==> config.mk <==
export PLATFORM = sky130hd
export DESIGN_NAME = mmio_int_ctrl
export DESIGN_NICKNAME = d
export VERILOG_FILES = /design/src/rtl/io_map_pkg.sv /design/src/rtl/prio_enc.sv /design/src/rtl/mmio_int_ctrl.sv
export SDC_FILE = /design/constraint.sdc
export NUM_CORES = 1
export LEC_CHECK = 0
export BUFFER_PORTS_ARGS = -buffer_cell sky130_fd_sc_hd__buf_2
export CAP_MARGIN = 25
export CORE_MARGIN = 2
export CORE_UTILIZATION = 35
export CTS_CLUSTER_SIZE = 40
export DETAILED_ROUTE_END_ITERATION = 7
export PLACE_DENSITY = 0.66
export SETUP_SLACK_MARGIN = 0.15
export SYNTH_ARGS = -nofsm -noshare
export SYNTH_HDL_FRONTEND = slang
export SYNTH_SLANG_ARGS = --single-unit
export TNS_END_PERCENT = 20
==> constraint.sdc <==
create_clock -name clock -period 3.4 [get_ports clock]
set_input_delay 0.17 -clock clock [delete_from_list [all_inputs] [get_ports clock]]
set_output_delay 0.17 -clock clock [all_outputs]
set_load 0.005 [all_outputs]
==> src/rtl/io_map_pkg.sv <==
// Shared I/O map for the computer top level: peripheral addresses, interrupt controller
// register offsets and controller state encoding.
package io_map_pkg;

    localparam logic [7:0] IO_BASE   = 8'd248;
    localparam logic [7:0] IO_LAST   = 8'd255;
    localparam logic [7:0] INTC_BASE = 8'd240;

    localparam logic [2:0] OFF_ENABLE  = 3'd0;
    localparam logic [2:0] OFF_PENDING = 3'd1;
    localparam logic [2:0] OFF_VBASE   = 3'd2;
    localparam logic [2:0] OFF_CAUSE   = 3'd3;
    localparam logic [2:0] OFF_EOI     = 3'd4;
    localparam logic [2:0] OFF_MODE    = 3'd5;
    localparam int unsigned NUM_REGS   = 6;

    typedef enum logic [1:0] {
        StIdle    = 2'd0,
        StReq     = 2'd1,
        StService = 2'd2
    } intc_state_e;

    // Handler address for a source id; wraps at 8 bits.
    function automatic logic [7:0] vec_addr(input logic [7:0] base, input logic [2:0] id,
                                            input int unsigned shift);
        logic [7:0] stride;
        stride = {5'b0, id} << shift;
        return base + stride;
    endfunction

endpackage

==> src/rtl/prio_enc.sv <==
// Lowest-index-wins priority encoder; index 0 has the highest priority.
module prio_enc #(
    parameter int unsigned N = 4
) (
    input  logic [N-1:0] req,
    output logic         found,
    output logic [2:0]   idx
);

    always_comb begin
        found = 1'b0;
        idx   = 3'd0;
        for (int i = int'(N) - 1; i >= 0; i--) begin
            if (req[i]) begin
                found = 1'b1;
                idx   = 3'(i);
            end
        end
    end

endmodule

==> src/rtl/mmio_int_ctrl.sv <==
// Memory-mapped interrupt controller: latches peripheral requests, presents one prioritised
// request and vector to the CPU, and tracks it through acknowledge and end-of-interrupt.
module mmio_int_ctrl
    import io_map_pkg::*;
#(
    parameter int unsigned N_SRC     = 4,
    parameter logic [7:0]  BASE_ADDR = INTC_BASE,
    parameter int unsigned VEC_SHIFT = 2
) (
    input  logic             clock,
    input  logic             reset_n,
    input  logic [7:0]       addr,
    input  logic [7:0]       w_data,
    input  logic             w_en,
    output logic [7:0]       r_data,
    output logic             hit,
    input  logic [N_SRC-1:0] irq_src,
    input  logic             int_ack,
    output logic             int_req,
    output logic [7:0]       int_vec,
    output logic [7:0]       int_en
);

    intc_state_e      state_q;
    logic [2:0]       id_q;
    logic [7:0]       vbase_q;
    logic [N_SRC-1:0] enable_q, pending_q, mode_q, prev_src_q;
    logic [N_SRC-1:0] enable_d, pending_d, set_mask, ack_mask, clr_mask, wdata_src;
    logic [N_SRC-1:0] eligible_q, eligible_d;
    logic [7:0]       offset;
    logic             reg_wr, wr_enable, wr_pending, wr_vbase, wr_mode, eoi_wr, ack_take;
    logic             cur_found, nxt_found;
    logic [2:0]       cur_idx, nxt_idx;

    // 9-bit compare so a base near the top of the map cannot wrap into low addresses.
    assign hit    = ({1'b0, addr} >= {1'b0, BASE_ADDR}) &&
                    ({1'b0, addr} <= ({1'b0, BASE_ADDR} + 9'd5));
    assign offset = addr - BASE_ADDR;
    assign reg_wr = w_en && hit;

    assign wr_enable  = reg_wr && (offset == {5'b0, OFF_ENABLE});
    assign wr_pending = reg_wr && (offset == {5'b0, OFF_PENDING});
    assign wr_vbase   = reg_wr && (offset == {5'b0, OFF_VBASE});
    assign wr_mode    = reg_wr && (offset == {5'b0, OFF_MODE});
    assign eoi_wr     = reg_wr && (offset == {5'b0, OFF_EOI}) && (state_q == StService);
    assign ack_take   = (state_q == StReq) && int_ack;
    assign wdata_src  = w_data[N_SRC-1:0];

    always_comb begin
        // Edge-mode bits only set on a rising input; level-mode bits set whenever high.
        set_mask = irq_src & ~(mode_q & prev_src_q);
        ack_mask = '0;
        for (int i = 0; i < int'(N_SRC); i++) begin
            if (ack_take && (id_q == 3'(i))) begin
                ack_mask[i] = 1'b1;
            end
        end
        clr_mask  = ack_mask | (wr_pending ? wdata_src : '0);
        pending_d = (pending_q & ~clr_mask) | set_mask;
        enable_d  = wr_enable ? wdata_src : enable_q;
    end

    assign eligible_q = pending_q & enable_q;
    assign eligible_d = pending_d & enable_d;

    prio_enc #(.N(N_SRC)) u_prio_cur (
        .req   (eligible_q),
        .found (cur_found),
        .idx   (cur_idx)
    );

    prio_enc #(.N(N_SRC)) u_prio_nxt (
        .req   (eligible_d),
        .found (nxt_found),
        .idx   (nxt_idx)
    );

    always_ff @(posedge clock) begin
        if (!reset_n) begin
            enable_q   <= '0;
            pending_q  <= '0;
            mode_q     <= '0;
            prev_src_q <= '0;
            vbase_q    <= 8'h00;
        end else begin
            enable_q   <= enable_d;
            pending_q  <= pending_d;
            prev_src_q <= irq_src;
            if (wr_vbase) begin
                vbase_q <= w_data;
            end
            if (wr_mode) begin
                mode_q <= wdata_src;
            end
        end
    end

    always_ff @(posedge clock) begin
        if (!reset_n) begin
            state_q <= StIdle;
            id_q    <= 3'd0;
            int_vec <= 8'h00;
            int_req <= 1'b0;
            int_en  <= 8'h01;
        end else begin
            unique case (state_q)
                StIdle: begin
                    if (cur_found) begin
                        state_q <= StReq;
                        id_q    <= cur_idx;
                        int_vec <= vec_addr(vbase_q, cur_idx, VEC_SHIFT);
                        int_req <= 1'b1;
                    end
                end
                StReq: begin
                    // Ack wins over a simultaneous withdrawal and keeps the latched id.
                    if (int_ack) begin
                        state_q <= StService;
                        int_req <= 1'b0;
                        int_en  <= 8'h00;
                    end else if (!nxt_found) begin
                        state_q <= StIdle;
                        int_req <= 1'b0;
                    end else begin
                        id_q    <= nxt_idx;
                        int_vec <= vec_addr(vbase_q, nxt_idx, VEC_SHIFT);
                    end
                end
                StService: begin
                    if (eoi_wr) begin
                        state_q <= StIdle;
                        int_en  <= 8'h01;
                    end
                end
                default: begin
                    state_q <= StIdle;
                    int_req <= 1'b0;
                    int_en  <= 8'h01;
                end
            endcase
        end
    end

    logic [7:0] enable_rd, pending_rd, mode_rd;
    logic       cause_valid;

    assign cause_valid = (state_q != StIdle);

    always_comb begin
        enable_rd  = '0;
        pending_rd = '0;
        mode_rd    = '0;
        enable_rd[N_SRC-1:0]  = enable_q;
        pending_rd[N_SRC-1:0] = pending_q;
        mode_rd[N_SRC-1:0]    = mode_q;
        r_data = 8'h00;
        if (hit) begin
            case (offset[2:0])
                OFF_ENABLE:  r_data = enable_rd;
                OFF_PENDING: r_data = pending_rd;
                OFF_VBASE:   r_data = vbase_q;
                OFF_CAUSE:   r_data = {cause_valid, 4'b0, id_q};
                OFF_MODE:    r_data = mode_rd;
                default:     r_data = 8'h00;
            endcase
        end
    end

endmodule

==> run summary <==
count of clock tree sinks: 38
Clock Root Buffer: clkbuf_8
TritonCTS clock tree: done
setup repair after global routing missed its margin: false
Final GP Congestion: 0.855
cell count after synthesis: 243
buffers inserted during post-CTS setup optimization: 0
Peak supply drop: 173 uV
share of final-layout standard cells stronger than drive strength 1: 22.5%
total via count after detailed routing: 1847
portion of synthesized cell area occupied by the leading cell type: 36.6%
power density normalized to cell area: 343 nW/um2
via count of the first global-routing pass: 1717
post-route minimum period: 2970 ps
yosys warns: 0
total CTS buffers: 5
Hold Path Cell Cnt: 2
Synth Area per Inst: 8.55 um2
most area-hungry cell type in the Yosys netlist: dfxtp_1
Hold Vio Cnt, Final: 0
clk slew on worst S/H paths: 70 ps
most frequently used cell type in the post-synthesis netlist: dfxtp_1
hold buffers post-CTS: 0
layout net count: 310
num ports: 50
crit path capture type: flop
Die Y: 81.1 um
antenna violations before repair: 0
part of the Yosys area used for sequential elements: 36.6%
detailed-placement wirelength estimate: 3.93 mm
Commonest cells post-synth: dfxtp_1 (38), nor2_1 (36), mux2i_1 (19), nand2_1 (17)
total of endpoints with negative setup slack in the final report: 0
instance count after placement with tap cells included: 351
static leakage power: 0.000998 uW
# rows: 28
area of the die: 6570 um2
post-synthesis to final-layout area growth: 16.7%
leading register cell type out of synthesis: dfxtp_1
minimum setup slack among reg-to-reg paths: 430 ps
wire length per cell: 14.2 um
floorplan core area: 5820 um2
wire length of the first global-routing pass: 8.40 mm
remaining max-slew budget at the tightest pin: 32.2%
asr flop ratio synth: 0%
result of the run: completed
critical path class: flop to flop
clock skew: 4.94 ps
maximum clock rate: 0.336 GHz
largest net degree at the start of global routing: 34
clock network latency to the later pin of the worst-skew pair: 280 ps
startpoint of the worst hold path: irq_src[2]
count of max-cap constraint violations: 0
number of cell instances on the worst register-to-register path: 11
combined area of all synthesized cells: 2080 um2
number of DRC markers after the initial detailed-route iteration: 112
Sum Neg Setup Slack: 0 ps
path category of the worst min-delay check: primary input to flop
Vias/cell: 5.14
non-filler cells, final: 359
x dimension of the die: 81.1 um
count of state elements after synthesis: 38
endpoint of the worst hold path: prev_src_q[2]$_SDFF_PN0_
fin. max-slew vios: 0
post-route ant nets: 0
critical-path maximum fanout: 6
n_diodes: 0
H-tree level count: 2
final clock period utilization by the worst path: 87.4%
number of buffers on the longest clock path: 2
EDFF count, synth: 0
Distinct cells, synth: 51
global-route congestion overflow total: 0
Initial Util: 35.7%
DRC errors left: 0
category of the worst setup path launch point: flop
Crit path required time: 3580 ps
overall routed net length: 5.10 mm
number of buffer cells added on primary ports: 42
data arrival time of the worst path: 3150 ps
worst-margin pin slew: 1020 ps
Reg-to-Reg End: int_vec[6]$_SDFFE_PN0P_
leading post-synthesis cells by cell area: dfxtp_1 (37%), mux2i_1 (9.2%), nor2_1 (6.5%)
count of TritonRoute iterations in the first routing pass: 4
aggregate global-route resource usage: 16.9%
worst reg2reg startpoint: state_q[0]$_SDFFE_PN0P_
PostCTS Resize Cnt: 0
==> critical path, stage by stage, from the launching register on <==
cell and delay, ps:
dfxtp_1 450, nand3b_4 140, or3_1 370, a32oi_2 330
o211ai_1 170, o211ai_1 230, ha_1 210, inv_1 60
fa_1 390, nor3_1 190, xnor2_1 90, a211oi_1 240
==> layer usage <==
| layer | up-vias | wire (um) | global-route usage, % |
|---|---|---|---|
| met5 | - | 0 | 0 |
| met4 | 0 | 137 | 7.29 |
| met3 | 10 | 303 | 4.00 |
| met2 | 58 | 2390 | 26.9 |
| met1 | 849 | 2270 | 21.8 |
| li1 | 930 | - | - |
==> worst max-delay path by stage <==
stage | depth (start not counted) | start | end
after CTS | 10 | state_q[0]$_SDFFE_PN0P_ | int_vec[6]$_SDFFE_PN0P_
after global placement | 10 | state_q[0]$_SDFFE_PN0P_ | int_vec[6]$_SDFFE_PN0P_
final | 11 | state_q[0]$_SDFFE_PN0P_ | int_vec[6]$_SDFFE_PN0P_
after floorplan | 11 | state_q[0]$_SDFFE_PN0P_ | int_vec[6]$_SDFFE_PN0P_
after detailed placement | 11 | state_q[0]$_SDFFE_PN0P_ | int_vec[6]$_SDFFE_PN0P_
after global routing | 10 | state_q[0]$_SDFFE_PN0P_ | int_vec[6]$_SDFFE_PN0P_
==> sequential cells by signal, indices dropped and copies added (netlist names), 2 cells and up <==
register	count
prev_src_q	4
state_q	2
mode_q	4
pending_q	4
vbase_q	8
int_vec	8
enable_q	4
id_q	2
==> power breakdown <==
group          leakage, uW  switching (uW)  internal [uW]
Sequential        0.000308            5.03            451
Combinational     0.000642            38.8           24.7
Clock            0.0000482             150            163
==> logic make-up (layout without fill, tap and decap cells) <==
group           after synthesis  count (layout)  synth area share, %
simple gates                 91              91                 22.0
mux                          24              24                 12.0
fa+ha+maj                     3               3                 2.17
other cells                   1               7                0.180
flops                        38              38                 36.6
buf+inv                      29              64                 6.68
xor+xnor                      4               4                 1.69
compound gates               53              53                 18.7
==> through the flow <==
stage	total power (uW)	utilization, %	hold slack [ps]	setup slack [ps]	area [um2]
4_1_cts	842	41.6	104	345	2420
6_report	833	41.7	113	428	2420
3_5_place_dp	529	40.0	404	367	2330
2_1_floorplan	506	-	292	774	2100
3_3_place_gp	529	40.0	400	496	2330
5_1_grt	871	41.7	122	161	2420
==> cell type report <==
type,instances,area (um2)
timing repair buffer,44,225
clock buffer,7,86.3
tap,75,93.8
clock inverter,1,5.00
inverter,12,45.0
sequential,38,761
fill,620,3390
multi-input combinational,182,1210
==> cells in the final DEF, fill, tap and decap left out, drive strengths merged, types with 2 or more instances in the layout <==
cell type	n
clkbuf	7
a22o	2
nand2	18
a22oi	5
nor3	6
nand4	4
nor3b	2
nand3	8
a31oi	3
and2	5
o211ai	2
or3	2
a21oi	12
a32oi	2
o21ai	7
mux2	4
a211oi	8
inv	12
xnor2	4
conb	7
nor2	36
nor2b	4
mux2i	20
dfxtp	38
ha	2
buf	44
o31a	3
No activity file was read; power rests on OpenSTA's default activity.
